[src/rtl/floatb_chan_sched.sv]
// rtl/floatb_chan_sched.sv - round-robin scheduler sharing one FLOATB between NCH channels
module floatb_chan_sched #(
  parameter int NCH = 4,
  parameter int LAT = 1,
  localparam int CW = (NCH > 2) ? $clog2(NCH) : 1
) (
  input  logic              clk,
  input  logic              reset,
  input  logic [NCH-1:0]    req,
  input  logic [16*NCH-1:0] sr_in,
  output logic [15:0]       fb_sr,
  input  logic [10:0]       fb_sr0,
  output logic              ack,
  output logic [CW-1:0]     ack_ch,
  output logic [10:0]       sr0_out,
  output logic              busy
);

  typedef enum logic [1:0] {
    IDLE = 2'd0,
    WAIT = 2'd1,
    DONE = 2'd2
  } state_t;

  state_t        state_q, state_d;
  logic [CW-1:0] ptr_q, ptr_d;
  logic [CW-1:0] cur_q, cur_d;
  logic [3:0]    cnt_q, cnt_d;
  logic [15:0]   fb_sr_d;
  logic [10:0]   sr0_d;
  logic [CW-1:0] ack_ch_d;
  logic          ack_d;

  logic [15:0]   sr_arr [NCH];
  logic [CW-1:0] sel;
  logic          hit;
  logic [CW:0]   idx;

  // Split the flattened SR bus into one word per channel
  always_comb begin
    for (int k = 0; k < NCH; k++) begin
      sr_arr[k] = sr_in[16*k +: 16];
    end
  end

  // First asserted request scanning from ptr upward, wrapping at NCH (not at 2**CW)
  always_comb begin
    sel = '0;
    hit = 1'b0;
    idx = '0;
    for (int i = 0; i < NCH; i++) begin
      idx = {1'b0, ptr_q} + (CW+1)'(i);
      if (idx >= (CW+1)'(NCH)) begin
        idx = idx - (CW+1)'(NCH);
      end
      if (!hit && req[idx[CW-1:0]]) begin
        sel = idx[CW-1:0];
        hit = 1'b1;
      end
    end
  end

  // Next-state and next-output logic; everything holds unless a transition updates it
  always_comb begin
    state_d  = state_q;
    ptr_d    = ptr_q;
    cur_d    = cur_q;
    cnt_d    = cnt_q;
    fb_sr_d  = fb_sr;
    sr0_d    = sr0_out;
    ack_ch_d = ack_ch;
    ack_d    = 1'b0;
    case (state_q)
      IDLE: begin
        if (hit) begin
          cur_d   = sel;
          fb_sr_d = sr_arr[sel];
          cnt_d   = 4'(LAT);
          state_d = WAIT;
        end
      end
      WAIT: begin
        if (cnt_q != 4'd0) begin
          cnt_d = cnt_q - 4'd1;
        end else begin
          sr0_d    = fb_sr0;
          ack_ch_d = cur_q;
          ack_d    = 1'b1;
          state_d  = DONE;
        end
      end
      DONE: begin
        ptr_d   = (cur_q == CW'(NCH-1)) ? '0 : cur_q + CW'(1);
        state_d = IDLE;
      end
      default: begin
        state_d = IDLE;
      end
    endcase
  end

  // State and output registers; reset aborts any conversion in flight
  always_ff @(posedge clk) begin
    if (!reset) begin
      state_q <= IDLE;
      ptr_q   <= '0;
      cur_q   <= '0;
      cnt_q   <= '0;
      fb_sr   <= '0;
      sr0_out <= '0;
      ack_ch  <= '0;
      ack     <= 1'b0;
      busy    <= 1'b0;
    end else begin
      state_q <= state_d;
      ptr_q   <= ptr_d;
      cur_q   <= cur_d;
      cnt_q   <= cnt_d;
      fb_sr   <= fb_sr_d;
      sr0_out <= sr0_d;
      ack_ch  <= ack_ch_d;
      ack     <= ack_d;
      busy    <= (state_d != IDLE);
    end
  end

endmodule

[config.mk]
export PLATFORM = sky130hd
export DESIGN_NAME = floatb_chan_sched
export DESIGN_NICKNAME = d
export VERILOG_FILES = /design/src/rtl/floatb_chan_sched.sv
export SDC_FILE = /design/constraint.sdc
export NUM_CORES = 1
export LEC_CHECK = 0
export CAP_MARGIN = 5
export CORE_MARGIN = 3
export CORE_UTILIZATION = 42
export DETAILED_ROUTE_END_ITERATION = 8
export GPL_TIMING_DRIVEN = 0
export HOLD_SLACK_MARGIN = 0.05
export PLACE_DENSITY = 0.82
export SLEW_MARGIN = 20
export SYNTH_ARGS = -nofsm -noshare
export SYNTH_HDL_FRONTEND = slang
export SYNTH_SLANG_ARGS = --single-unit
[constraint.sdc]
create_clock -name clk -period 4.3 [get_ports clk]
set_input_delay 1.29 -clock clk [delete_from_list [all_inputs] [get_ports clk]]
set_output_delay 1.29 -clock clk [all_outputs]
set_load 0.01 [all_outputs]
Yosys cells after proc, flatten, opt, wreduce, memory -nomap -nowiden

Index checks and enable logic that the tools add are counted.

Add/sub/neg operators: 9
Order comparisons: 9
Eq/ne operators: 5
Muxes and demuxes: 31
Bitwise operators: 2
Reductions and logical operators: 14

Operators by type and width:

| operator                                                              | count |
|---|---|
| 16-bit binary-select mux with 2-bit select                            | 1 |
| 16-bit two-way mux                                                    | 2 |
| 2-bit two-way mux                                                     | 11 |
| 3-bit >= comparator, second input constant                            | 4 |
| 2-bit by 3-bit < comparator with 1-bit output, second input constant  | 4 |
| 1-bit two-way mux                                                     | 9 |
| 1-bit binary-select mux with 2-bit select                             | 4 |
| 4-bit two-way mux                                                     | 2 |
| 4-bit case mux with 2 select lines                                    | 1 |
| 2-bit by 1-bit subtractor with 2-bit output, second input constant    | 4 |
| 2-bit by 2-bit adder with 3-bit output, second input constant         | 2 |
| 2-bit AND reduction                                                   | 3 |
| 2-bit == test, second input constant                                  | 2 |
| 2-bit != test, second input constant                                  | 2 |
| 2-bit case mux with 2 select lines                                    | 1 |
| 2-bit nonzero test                                                    | 2 |
| 4-bit nonzero test                                                    | 1 |
| 4-bit by 1-bit subtractor with 4-bit output, second input constant    | 1 |
| 2-bit by 1-bit adder with 3-bit output, second input constant         | 1 |
| 2-bit by 3-bit >= comparator with 1-bit output, second input constant | 1 |
| 1-bit logical AND                                                     | 3 |
| 1-bit logical NOT                                                     | 3 |
| 2-bit inverter with 3-bit output                                      | 1 |
| 3-bit AND reduction                                                   | 1 |
| 4 further kinds                                                       | 4 |

Register bits after elaboration: 41
Logic and storage cells: 79

Longest topological paths before layout

Gate-level depths: netlist of the first run.

Depth after elaboration: 18
Depth in mapped cells: 7
Depth with buffers taken out: 7

Least setup slack after synthesis of the first run

Ideal clock, no wire load.

Path kind: input-to-reg
Start: in req[0]
End: reg fb_sr[10]
Arrival time: 2.440 ns
Path slack: 1.726 ns
Stages on the path: 6
Path through: nor4_1 -> or3_1 -> or3_1 -> buf_4 -> a211oi_1 -> nor4_1

Longest elaborated chain between the ends: 16
Elaborated cells on any way between the ends: 27
Those cells by class: mux: 19; bitwise: 1; reduce/logical: 7

Ends and longest elaborated chain:

| what                                                   | RTL line | RTL |
|---|---|---|
| from (decl)                                            | 9        | `input logic [NCH-1:0] req,` |
| 1-bit binary-select mux with 2-bit select              | 56       | `if (!hit && req[idx[CW-1:0]]) begin` |
| 1-bit two-way mux (not written as such)                | 56       |  |
| 1-bit two-way mux                                      | 56       |  |
| 1-bit logical NOT                                      | 56       |  |
| 1-bit logical AND                                      | 56       |  |
| 1-bit two-way mux                                      | 56       |  |
| 1-bit logical NOT                                      | 56       |  |
| 1-bit logical AND                                      | 56       |  |
| 1-bit two-way mux                                      | 56       |  |
| 1-bit logical NOT                                      | 56       |  |
| 1-bit logical AND                                      | 56       |  |
| 2-bit two-way mux                                      | 56       |  |
| 2-bit inverter with 3-bit output (not written as such) | 77       | `fb_sr_d = sr_arr[sel];` |
| 16-bit binary-select mux with 2-bit select             | 77       |  |
| 16-bit two-way mux (not written as such) (2 in series) | 77       |  |
| to (signal assigned)                                   | 119      | `fb_sr <= fb_sr_d;` |
| to (decl)                                              | 11       | `output logic [15:0] fb_sr,` |

Several ways; a longest one is shown, not always the timed one. The select of a mux whose other input is x is not followed.
A chain may end at the register's enable or synchronous reset.

Final worst setup path of the first run

Start: in req[3]
End: reg fb_sr[11]

The elaborated chain is that of the path after synthesis.

==> results.ini, run 1 <==
[floorplanning]
die_w_um=77.0
row_count=25
io_pins=112
die-area_mm2=0.00593
coreArea_mm2=0.00479
start_util=0.443
chipHeight_um=77.0

[power]
p_leak_nw=1.27
p_per_area_mw_per_mm2=421
ir_worst_vdd_v=0.000254

[sta]
slew_violations=0
period_share=0.757
finalHoldViolCount=0
slew_headroom=0.482
hold_ws_ns=0.455
finClkSkew_ns=0.00469
setup_violations=0
tightest_slew_ns=0.771
fin_setup_tns_ns=0
fin_crit_ns=3.26
rsz0062_at_grt=false
fmax_ghz=0.307

[synth]
synth_cell_types=33
synth-seq-area-share=0.387
synth_seq_cells=41
synth.area.top_cells=dfxtp_1 (39%), a21oi_1 (6.1%), nand3_1 (6.1%), nand2_1 (6.0%), o21ai_0 (4.3%)
synth_area_mm2=0.00212
synth_fp_nets=354
synthCells=270
syn_area_per_cell_um2=7.85
yosysTopAreaCell=dfxtp_1
synth_top_area_share=0.387
ys_warn_count=0

[clock_tree]
clockBufferDepth=2
clk_latency_ns=0.29
ctsResizeCount=0
cts_setup_buffers=0
clk_pin_slew_ns=0.08
cts_tree=yes
cts_buffers=5
ctsHoldBuffers=0
htree_levels=2
cts.sinks=41
cts_root_buffer=clkbuf_8

[critical_path]
worstSetupStartpointType=input port
worstPathArrival_ns=3.46
ff2ff_path_depth=6
critPathLaunch=req[3]
rr_endpoint=fb_sr[11]$_SDFFE_PN0P_
cp-endpoint=fb_sr[11]$_SDFFE_PN0P_
cp_max_fo=10
reg2reg_from=ptr_q[1]$_SDFFE_PN0N_
cp.required_ns=4.51
crit_type=in -> reg
endpoint_kind=register
regToRegSetupSlack_ns=2.27

[place]
gp_congestion=0.827
dp_hpwl_um=5310
port_buffers=110

[detailed_routing]
drcViolationCount=0
routed_wl_um=6960
drt_iter0_drc=174
routed-via-count=2443
ant_nets=0
vias_per_cell=5.38
detail_route.wl_per_cell_um=15.3
drt_pass1_iterations=5

[grt]
grt_usage=0.239
grt_first_pass_wirelength_um=11500
grt_pass1_vias=2359
grt_max_degree=13
gr-total-overflow=0
antenna_found_initial=0

[flow_run]
maxCapViolCount=0

[final_layout]
nets=471
layout_common_cells=clkdlybuf4s50_1 (110), dfxtp_1 (41), nand2_1 (34)
n_fill_cell=392
layout_commonest_cell=clkdlybuf4s50_1
num_antenna_cells=0
drive_above_1_share=0.0439
areaGrowthSynthToFinish_pct=60.2

[min_path]
holdCritPathClass=reg -> reg

[run_status]
outcome=finished clean

cells by family after synthesis:
family,share of synthesized area
flops,0.387
fa+ha+maj,0.0177
buf+inv,0.0443
simple gates,0.254
xor+xnor,0.00827
mux,0.0378
compound gates,0.250
critical path, cell delays in order:
cell and delay (ns):
clkdlybuf4s50_1 0.61, nor4_1 0.11, nor3_1 0.61, o21ai_1 0.24
buf_2 0.26, a21o_1 0.17, o221ai_1 0.18
final cells by class:
class / count / area, um2 / share of cell area
tap: 67 / 83.8 / 0.0247
buffer: 18 / 75.1 / 0.0221
clock inverter: 1 / 7.51 / 0.00221
clock buffer: 6 / 82.6 / 0.0243
inverter: 5 / 18.8 / 0.00553
multi-input combinational: 206 / 1200 / 0.355
timing repair buffer: 110 / 1100 / 0.324
sequential: 41 / 821 / 0.242
metal layers:
layer  vias to the layer above  global-route usage  part of all wire
li1                       1211                   -                 -
met1                      1137               0.296              0.41
met4                         0              0.0623             0.017
met5                         -                   0                 0
met2                        82               0.419              0.51
met3                        13              0.0540             0.056
synthesized netlist by cell type:
library cell and count:
o22a_1 1, and2_1 7, o31a_1 6, ha_1 3
buf_4 1, a211oi_1 5, or2_2 1, nor4bb_1 1
nand2_1 34, a21o_1 7, o22ai_1 1, inv_1 5
and3_1 9, or3_1 3, dfxtp_1 41, nand3_1 26
o221ai_1 6, o21ai_0 18, a21oi_1 26, a21oi_2 5
mux2i_1 8, a311oi_1 1, buf_2 3, a2111oi_0 4
o21ai_1 1, nor3_1 4, clkbuf_1 14, o21a_1 1
nor4_1 7, nor2_1 15, nor2b_1 1, nand2b_1 3
xor2_1 2
through the flow:
stage | utilization | setup slack (ns) | total power, W | instances | cell area [um2]
after global routing | 0.709 | 0.853 | 0.00153 | 454 | 3390
final | 0.709 | 1.04 | 0.00143 | 454 | 3390
after CTS | 0.709 | 1.07 | 0.00144 | 454 | 3390
after floorplan | - | 1.73 | 0.000876 | 270 | 2120
after global placement | 0.690 | 0.843 | 0.00116 | 447 | 3300
after detailed placement | 0.690 | 0.776 | 0.00118 | 447 | 3300
worst min path at each step:
stage	startpoint	slack, ns	to	cells past startpoint
detailed placement	sr0_out[10]$_SDFFE_PN0P_	0.45	sr0_out[10]$_SDFFE_PN0P_	2
floorplan	cur_q[1]$_SDFFE_PN0P_	0.45	ack_ch[1]$_SDFFE_PN0P_	2
global placement	sr0_out[10]$_SDFFE_PN0P_	0.44	sr0_out[10]$_SDFFE_PN0P_	2
CTS	sr0_out[6]$_SDFFE_PN0P_	0.46	sr0_out[6]$_SDFFE_PN0P_	2
global route	sr0_out[7]$_SDFFE_PN0P_	0.48	sr0_out[7]$_SDFFE_PN0P_	2
finish	sr0_out[6]$_SDFFE_PN0P_	0.46	sr0_out[6]$_SDFFE_PN0P_	2
sequential cells by signal (all words and copies together) (netlist names):
register / flops
ptr_q: 2
busy: 1
cnt_q: 4
cur_q: 2
fb_sr: 16
state_q: 2
ack_ch: 2
ack: 1
sr0_out: 11
report_power, final:
group / leakage (nW) / internal, W / switching, W / total (W)
Combinational: 0.892 / 0.000318 / 0.000328 / 0.000646
Sequential: 0.336 / 0.000470 / 0.0000531 / 0.000523
Clock: 0.0433 / 0.000127 / 0.000134 / 0.000261
No activity file was read; power rests on OpenSTA's default activity.
==> run 2: changes to the inputs <==
- CORE_UTILIZATION: 42 -> 36
- PLACE_DENSITY: 0.82 -> 0.74
- clock period: 4.3 -> 2.9 ns (I/O delays scaled with it)
==> run 2 against run 1 <==
Against the previous run:
- die area up 15%
- final cell count up 1.3%
- worst setup slack worse by 0.86 ns
- total power up 49%
- largest cell class unchanged
- critical endpoint is now fb_sr[7]$_SDFFE_PN0P_
==> results.ini, run 2 (synthesis gave the netlist of run 1 again) <==
[run_status]
outcome=finished clean

[sta]
tightest_slew_ns=0.704  ; -0.0667 ns
rsz0062_at_grt=false
fmax_ghz=0.368
finalHoldViolCount=0  ; unchanged
fin_setup_tns_ns=0  ; unchanged
period_share=0.938
finClkSkew_ns=0.00612  ; +0.00143 ns
fin_crit_ns=2.72
fin_ws_ns=0.179  ; -0.864 ns
slew_headroom=0.531  ; +0.0484
setup_violations=0  ; unchanged
slew_violations=0  ; unchanged

[final_layout]
stdcell_area_mm2=0.00341  ; +0.63%
largest_register_ffs=16  ; unchanged
nets=471  ; unchanged
layout_commonest_cell=clkdlybuf4s50_1
drive_above_1_share=0.0515  ; +0.00762
top_regs=fb_sr x16, sr0_out x11, cnt_q x4
regMostFlops=fb_sr
num_antenna_cells=0  ; unchanged
areaGrowthSynthToFinish_pct=61.2
layout_common_cells=clkdlybuf4s50_1 (110), dfxtp_1 (41), nand2_1 (34)

[clock_tree]
clk_latency_ns=0.29  ; about the same
clockBufferDepth=2  ; unchanged
cts_buffers=5  ; unchanged
cts.sinks=41  ; unchanged
cts_setup_buffers=0  ; unchanged
clk_pin_slew_ns=0.08  ; about the same
cts_tree=yes
cts_root_buffer=clkbuf_8
htree_levels=2  ; unchanged

[detailed_routing]
routed-via-count=2410  ; -1.4%
detail_route.wl_per_cell_um=15.2  ; -0.68%
ant_nets=0  ; unchanged
drt_pass1_iterations=4  ; -1
drcViolationCount=0  ; unchanged
drt_iter0_drc=104  ; -40%
routed_wl_um=7000  ; +0.63%
vias_per_cell=5.24  ; -2.6%

[critical_path]
cp.required_ns=3.11  ; -1.40 ns
worstPathArrival_ns=2.94  ; -0.52 ns
slowest_delay_ns=0.57  ; -0.04 ns
regToRegSetupSlack_ns=0.87  ; -1.40 ns
crit_slowest_cell=o22ai_1
worstSetupStartpointType=input port
crit_type=in -> reg
cp_max_fo=10  ; unchanged
endpoint_kind=register
reg2reg_from=ptr_q[1]$_SDFFE_PN0N_
rr_endpoint=fb_sr[7]$_SDFFE_PN0P_
cp_cell_sequence=clkdlybuf4s50_1, mux2i_1, o22ai_1, buf_2, o21ai_0, a21o_1, o221ai_1
ff2ff_path_depth=6  ; unchanged

[power]
p_leak_nw=1.28  ; +0.70%
p_per_area_mw_per_mm2=625  ; +48%
ir_worst_vdd_v=0.000310  ; +22%
p_total_w=0.00213  ; +49%

[floorplanning]
start_util=0.378  ; -0.0649
coreArea_mm2=0.00561  ; +17%
row_count=27  ; +8.0%
chipHeight_um=82.7  ; +7.4%
io_pins=112  ; unchanged
die_w_um=82.7  ; +7.4%
die-area_mm2=0.00684  ; +15%

[min_path]
whs_endpoint=sr0_out[5]$_SDFFE_PN0P_
hold_depth=2  ; unchanged
holdCritPathClass=reg -> reg
min_from=sr0_out[5]$_SDFFE_PN0P_

[grt]
grt_max_degree=14  ; +1
antenna_found_initial=0  ; unchanged
grt_usage=0.205  ; -0.0342
grt_pass1_vias=2294  ; -2.8%
gr-total-overflow=0  ; unchanged
grt_first_pass_wirelength_um=10800  ; -6.4%

[place]
dp_hpwl_um=5370  ; +1.2%
pre_cts_ws_ns=-0.183  ; -0.959 ns
port_buffers=110  ; unchanged
gp_congestion=0.876  ; +5.9%
postPlaceCellArea_mm2=0.00331  ; +0.19%

[flow_run]
maxCapViolCount=0  ; unchanged

## run 2: cell count changes in the layout (fill, tap and decap cells not counted), sizes merged
cell      change
clkinv        +2
clkinvlp      -1
## run 2: worst max-delay path by stage
| stage | from | endpoint | slack [ns] |
|---|---|---|---|
| after floorplan | req[0] | fb_sr[10]$_SDFFE_PN0P_ | 0.75 |
| after global routing | req[2] | fb_sr[12]$_SDFFE_PN0P_ | 0.004 |
| after CTS | req[3] | fb_sr[12]$_SDFFE_PN0P_ | 0.12 |
| final | req[2] | fb_sr[7]$_SDFFE_PN0P_ | 0.18 |
| after global placement | req[3] | fb_sr[12]$_SDFFE_PN0P_ | -0.19 |
| after detailed placement | req[3] | fb_sr[5]$_SDFFE_PN0P_ | -0.18 |
## run 2: stage by stage
stage,utilization,std cells,hold WS [ns]
CTS,0.607,460,0.459
finish,0.609,460,0.456
global placement,0.590,452,0.441
detailed placement,0.590,452,0.447
global route,0.609,460,0.479
floorplan,-,270,0.449
## run 2: repair_timing
item                                    4_1_cts  5_1_grt
endpoints found under the hold margin         0        0
endpoints found under the setup margin        0       10
hold buffers                                  0        0
resized for setup                             0        2
## run 2: routing by layer
metal | part of all wire | track usage | vias up
li1 | - | - | 1213
met1 | 0.43 | 0.271 | 1099
met2 | 0.48 | 0.341 | 83
met3 | 0.063 | 0.0336 | 15
met4 | 0.025 | 0.0654 | 0
met5 | 0 | 0 | -
## run 2: layout make-up
cell class / instances / area, um2
timing repair buffer: 110 / 1100
multi-input combinational: 206 / 1210
sequential: 41 / 821
clock buffer: 6 / 82.6
clock inverter: 2 / 13.8
buffer: 18 / 75.1
inverter: 5 / 18.8
fill: 539 / 2190
tap: 72 / 90.1
## run 2: power breakdown
group / internal (W) / switching [W] / leakage (nW)
Clock: 0.000193 / 0.000208 / 0.0512
Combinational: 0.000474 / 0.000484 / 0.893
Sequential: 0.000697 / 0.0000776 / 0.336
Total: 0.00136 / 0.000769 / 1.28
## run 2: worst max-delay path: cells and delay by family
family | cells | cell delay (ns)
buffers and inverters | 2 | 0.87
AOI/OAI and AO/OA | 4 | 1.06
muxes | 1 | 0.13
